--- src/rtl/serial_subtractor_pkg.sv ---
// serial_subtractor_pkg: shared FSM state encoding for the bit-serial subtractor
//   ST_W    - width of the state register
//   state_t - IDLE (waiting for start), SHIFT (one bit per clock), DONE (result pulse)
package serial_subtractor_pkg;

    localparam int ST_W = 2;

    typedef enum logic [ST_W-1:0] {
        IDLE  = 2'b00,
        SHIFT = 2'b01,
        DONE  = 2'b10
    } state_t;

endpackage

--- src/rtl/serial_subtractor_full_subtractor.sv ---
// full_subtractor: one-bit combinational subtractor cell computing a - b - bi
//   a  in  1  minuend bit
//   b  in  1  subtrahend bit
//   bi in  1  borrow-in
//   d  out 1  difference bit
//   bo out 1  borrow-out
module full_subtractor (
    input  logic a,
    input  logic b,
    input  logic bi,
    output logic d,
    output logic bo
);

    assign d  = a ^ b ^ bi;
    assign bo = (~a & b) | (~(a ^ b) & bi);

endmodule

--- src/rtl/serial_subtractor.sv ---
// serial_subtractor: bit-serial x - y - bin, LSB first, one bit per clock
//   clk    in  1      rising-edge clock
//   rst_n  in  1      asynchronous active-low reset
//   start  in  1      request, accepted when start && ready
//   x      in  WIDTH  minuend, sampled on accept
//   y      in  WIDTH  subtrahend, sampled on accept
//   bin    in  1      borrow-in, sampled on accept
//   ready  out 1      idle and able to accept
//   diff   out WIDTH  result, updated only on completion
//   borrow out 1      borrow-out, updated only on completion
//   done   out 1      one-cycle pulse when diff/borrow are fresh
module serial_subtractor
    import serial_subtractor_pkg::*;
#(
    parameter int WIDTH = 8
) (
    input  logic             clk,
    input  logic             rst_n,
    input  logic             start,
    input  logic [WIDTH-1:0] x,
    input  logic [WIDTH-1:0] y,
    input  logic             bin,
    output logic             ready,
    output logic [WIDTH-1:0] diff,
    output logic             borrow,
    output logic             done
);

    localparam int CNT_W = $clog2(WIDTH + 1);

    state_t             state_q, state_d;
    logic [WIDTH-1:0]   xs_q, xs_d;
    logic [WIDTH-1:0]   ys_q, ys_d;
    logic [WIDTH-1:0]   ds_q, ds_d;
    logic [WIDTH-1:0]   diff_q, diff_d;
    logic [CNT_W-1:0]   cnt_q, cnt_d;
    logic               b_q, b_d;
    logic               borrow_q, borrow_d;
    logic               done_q, done_d;
    logic               fs_d, fs_bo;
    logic               last_bit;

    full_subtractor u_fs (
        .a  (xs_q[0]),
        .b  (ys_q[0]),
        .bi (b_q),
        .d  (fs_d),
        .bo (fs_bo)
    );

    assign last_bit = cnt_q == CNT_W'(WIDTH - 1);

    always_comb begin
        state_d  = state_q;
        xs_d     = xs_q;
        ys_d     = ys_q;
        ds_d     = ds_q;
        b_d      = b_q;
        cnt_d    = cnt_q;
        diff_d   = diff_q;
        borrow_d = borrow_q;
        done_d   = 1'b0;
        case (state_q)
            IDLE: begin
                if (start) begin
                    xs_d    = x;
                    ys_d    = y;
                    b_d     = bin;
                    cnt_d   = '0;
                    state_d = SHIFT;
                end
            end
            SHIFT: begin
                ds_d  = {fs_d, ds_q[WIDTH-1:1]};
                b_d   = fs_bo;
                xs_d  = xs_q >> 1;
                ys_d  = ys_q >> 1;
                cnt_d = cnt_q + CNT_W'(1);
                // The final bit lands straight in the output register so the
                // visible result never carries a partially shifted value.
                if (last_bit) begin
                    diff_d   = ds_d;
                    borrow_d = fs_bo;
                    done_d   = 1'b1;
                    state_d  = DONE;
                end
            end
            DONE:    state_d = IDLE;
            default: state_d = IDLE;
        endcase
    end

    always_ff @(posedge clk or negedge rst_n) begin
        if (!rst_n) begin
            state_q  <= IDLE;
            xs_q     <= '0;
            ys_q     <= '0;
            ds_q     <= '0;
            b_q      <= 1'b0;
            cnt_q    <= '0;
            diff_q   <= '0;
            borrow_q <= 1'b0;
            done_q   <= 1'b0;
        end else begin
            state_q  <= state_d;
            xs_q     <= xs_d;
            ys_q     <= ys_d;
            ds_q     <= ds_d;
            b_q      <= b_d;
            cnt_q    <= cnt_d;
            diff_q   <= diff_d;
            borrow_q <= borrow_d;
            done_q   <= done_d;
        end
    end

    assign ready  = state_q == IDLE;
    assign diff   = diff_q;
    assign borrow = borrow_q;
    assign done   = done_q;

endmodule

--- config.mk ---
export PLATFORM = sky130hd
export DESIGN_NAME = serial_subtractor
export DESIGN_NICKNAME = d
export VERILOG_FILES = /design/src/rtl/serial_subtractor_pkg.sv /design/src/rtl/serial_subtractor_full_subtractor.sv /design/src/rtl/serial_subtractor.sv
export SDC_FILE = /design/constraint.sdc
export NUM_CORES = 1
export LEC_CHECK = 0
export ABC_CLOCK_PERIOD_IN_PS = 2100
export BUFFER_PORTS_ARGS = -buffer_cell sky130_fd_sc_hd__buf_2
export CAP_MARGIN = 40
export CORE_ASPECT_RATIO = 1.2
export CORE_MARGIN = 1.5
export CORE_UTILIZATION = 40
export CTS_CLUSTER_DIAMETER = 40
export CTS_CLUSTER_SIZE = 30
export DETAILED_ROUTE_END_ITERATION = 12
export GPL_TIMING_DRIVEN = 1
export PLACE_DENSITY = 0.64
export SKIP_LAST_GASP = 1
export SLEW_MARGIN = 40
export SYNTH_ARGS = -nofsm -noshare
export SYNTH_HDL_FRONTEND = slang
export SYNTH_HIERARCHICAL = 1
export SYNTH_SLANG_ARGS = --single-unit
--- constraint.sdc ---
create_clock -name clk -period 2.1 [get_ports clk]
set_clock_uncertainty 0.2 [all_clocks]
set_input_delay 0.315 -clock clk [delete_from_list [all_inputs] [get_ports clk]]
set_output_delay 0.315 -clock clk [all_outputs]
set_load 0.05 [all_outputs]
==> flow_metrics.env <==
export IMPL_synth_largest_area_cell="dfrtp_1"
export IMPL_htree_levels=2
export IMPL_netlist_area_leader_share_pct=55.8
export IMPL_holdBufCountCts=1
export IMPL_max_slew_margin_pct=66.1
export IMPL_period_share_pct=87.9
export IMPL_clockRootBuffer="clkbuf_8"
export IMPL_syn_area_um2=1790
export IMPL_crit_arrival_ns=1.33
export IMPL_synth_distinct_cells=22
export IMPL_drc=0
export IMPL_clk_latency_ns=0.29
export IMPL_seq_area_um2=1000
export IMPL_nFillCells=417
export IMPL_clk_path_buf_depth=2
export IMPL_die_w_um=64.1
export IMPL_drv_slew=0
export IMPL_hold_path_class="in2reg"
export IMPL_power_density_nw_per_um2=1520
export IMPL_synth_nets=195
export IMPL_cts_resized=0
export IMPL_synthToLayoutAreaGrowth_pct=17.9
export IMPL_grtUsageTotal_pct=16.2
export IMPL_grt_max_degree=24
export IMPL_drt_total_wl_mm=3.54
export IMPL_worst_slew_pin_slew_ns=0.509
export IMPL_reg2reg_from="cnt_q[0]"
export IMPL_post_route_min_period_ns=1.85
export IMPL_synthTopCellsByArea="dfrtp_1 (56%), nor2b_1 (6.6%), a22oi_1 (6.3%), mux2_2 (6.3%), nand2_1 (5.4%)"
export IMPL_whs_ns=0.105
export IMPL_synth_seq_cells=40
export IMPL_wl_per_cell_um=13.4
export IMPL_cts_tree="yes"
export IMPL_setup_ws_ns=0.254
export IMPL_outcome="finished clean"
export IMPL_critPathSlowestCell="dfrtp_1"
export IMPL_seq_area_frac_synth_pct=55.8
export IMPL_worstHoldStart="y[6]"
export IMPL_via_per_inst=5.14
export IMPL_rsz0062_at_grt="false"
export IMPL_core_area_um2=4290
export IMPL_grt_pass1_vias=1347
export IMPL_cts_setup_buffers=0
export IMPL_cap_violations=0
export IMPL_hold_end="ys_q[6]"
export IMPL_netlist_instances=173
export IMPL_antenna_found_initial=0
export IMPL_grt_overflow_total=0
export IMPL_num_rows=26
export IMPL_drt_iter0_drc=31
export IMPL_vias=1357
export IMPL_hold_violations=0
export IMPL_end_kind="primary output"
export IMPL_start_util_pct=41.8
export IMPL_fp_dieH_um=76.4
export IMPL_dieArea_um2=4900
export IMPL_hold_depth=3
export IMPL_ff2ff_path_depth=4
export IMPL_cts_clk_slew_worst_paths_ns=0.07
export IMPL_grt_pass1_wl_mm=6.24
export IMPL_synth_area_per_cell_um2=10.4
export IMPL_setup_viol=0
export IMPL_pin_count=31
export IMPL_critPathKind="reg2out"
export IMPL_final_nets=232
export IMPL_numCtsBuffers=5
export IMPL_multiInputGateArea_um2=737
export IMPL_start_kind="flip-flop"
export IMPL_fin_setup_tns_ns=0
export IMPL_required_ns=1.58
export IMPL_worstReg2RegEnd="diff[2]"
export IMPL_drive_gt1_share_pct=26.4
export IMPL_final_cell_area_um2=2120
export IMPL_rrSetupSlack_ns=0.31
export IMPL_leakage_nw=0.995
export IMPL_portBuffers=30
export IMPL_cts_sinks=40
export IMPL_pre_cts_slack_ns=0.293
export IMPL_critPathMaxStageDelay_ns=0.45
export IMPL_max_freq_mhz=542
export IMPL_worstPathCellList="buf_4, nor2_1, buf_2"
export IMPL_place_hpwl_mm=2.45
export IMPL_peakVddDrop_uv=552
export IMPL_routabilityCongestion=0.695
export IMPL_antenna_cells=0
export IMPL_cp_max_fo=18
export IMPL_ys_warn_count=6
export IMPL_ant_nets=0
export IMPL_placed_area_um2=2040
export IMPL_first_pass_iters=3
-- cell families after synthesis --
group	Yosys count	share of synthesized area [%]
compound gates	55	18.2
simple gates	53	14.8
flops	40	55.8
buf+inv	13	3.14
mux	10	6.28
fa+ha+maj	2	1.81
-- worst max-delay path: cells and delay by family, from the launching register on --
kind          cells  cell delay (ns)
buf+inv           2             0.49
flops             1             0.45
simple gates      1             0.10
-- final cells by class --
type,instances,share of cell area [%]
clock buffer,5,3.25
multi-input combinational,120,34.8
timing repair buffer,40,10.8
tap,56,3.31
inverter,3,0.532
sequential,40,47.3
-- through the flow --
stage	std cells	power, mW	util, %
2_1_floorplan	173	2.40	-
3_3_place_gp	258	2.77	47.4
3_5_place_dp	258	2.81	47.4
4_1_cts	264	3.26	49.3
5_1_grt	264	3.49	49.3
6_report	264	3.22	49.3
-- per-layer routing --
metal | vias to the layer above | track usage [%] | part of all wire, %
li1 | 677 | - | -
met1 | 646 | 23.1 | 51
met2 | 29 | 23.9 | 44
met3 | 5 | 4.43 | 4.2
met4 | 0 | 5.32 | 1.2
met5 | - | 0 | 0
-- power by group --
part	leakage, nW	internal [mW]	switching (mW)
combinational	0.446	0.541	0.906
sequential	0.513	1.10	0.233
clock	0.0359	0.214	0.232
total	0.995	1.85	1.37
-- synthesized netlist by cell type (all sizes together) --
library cell / count
o21ai: 18
nor2b: 19
a22oi: 15
dfrtp: 40
ha: 1
a22o: 2
nor2: 3
nand3: 2
o311ai: 1
nor3: 2
nand2: 26
nand2b: 1
a21oi: 18
buf: 5
fa: 1
inv: 3
mux2: 10
o21bai: 1
clkbuf: 5
-- worst max-delay path by stage --
stage	start	endpoint	cells after the start
finish	state_q[0]	ready	3
global route	cnt_q[0]	diff[4]	4
CTS	state_q[0]	ready	3
detailed placement	cnt_q[0]	diff[4]	4
global placement	cnt_q[0]	diff[0]	4
floorplan	state_q[1]	ready	3
-- registers in the layout, indices dropped and copies added (netlist names) --
signal and cells:
cnt_q 4, done 1, b_q 1, borrow 1
state_q 2, ds_q 7, ys_q 8, xs_q 8
diff 8
-- layout by cell type, fill, tap and decap left out, drive strengths merged, types with 2 or more instances in the layout --
master	synthesis	routed
buf	5	39
a22o	2	2
nor2b	19	19
mux2	10	10
clkbuf	5	5
inv	3	3
nand2	26	26
dfrtp	40	40
a22oi	15	15
nand3	2	2
nor3	2	2
a21oi	18	18
nor2	3	3
o21ai	18	18
Power figures use the tool's default switching activity.
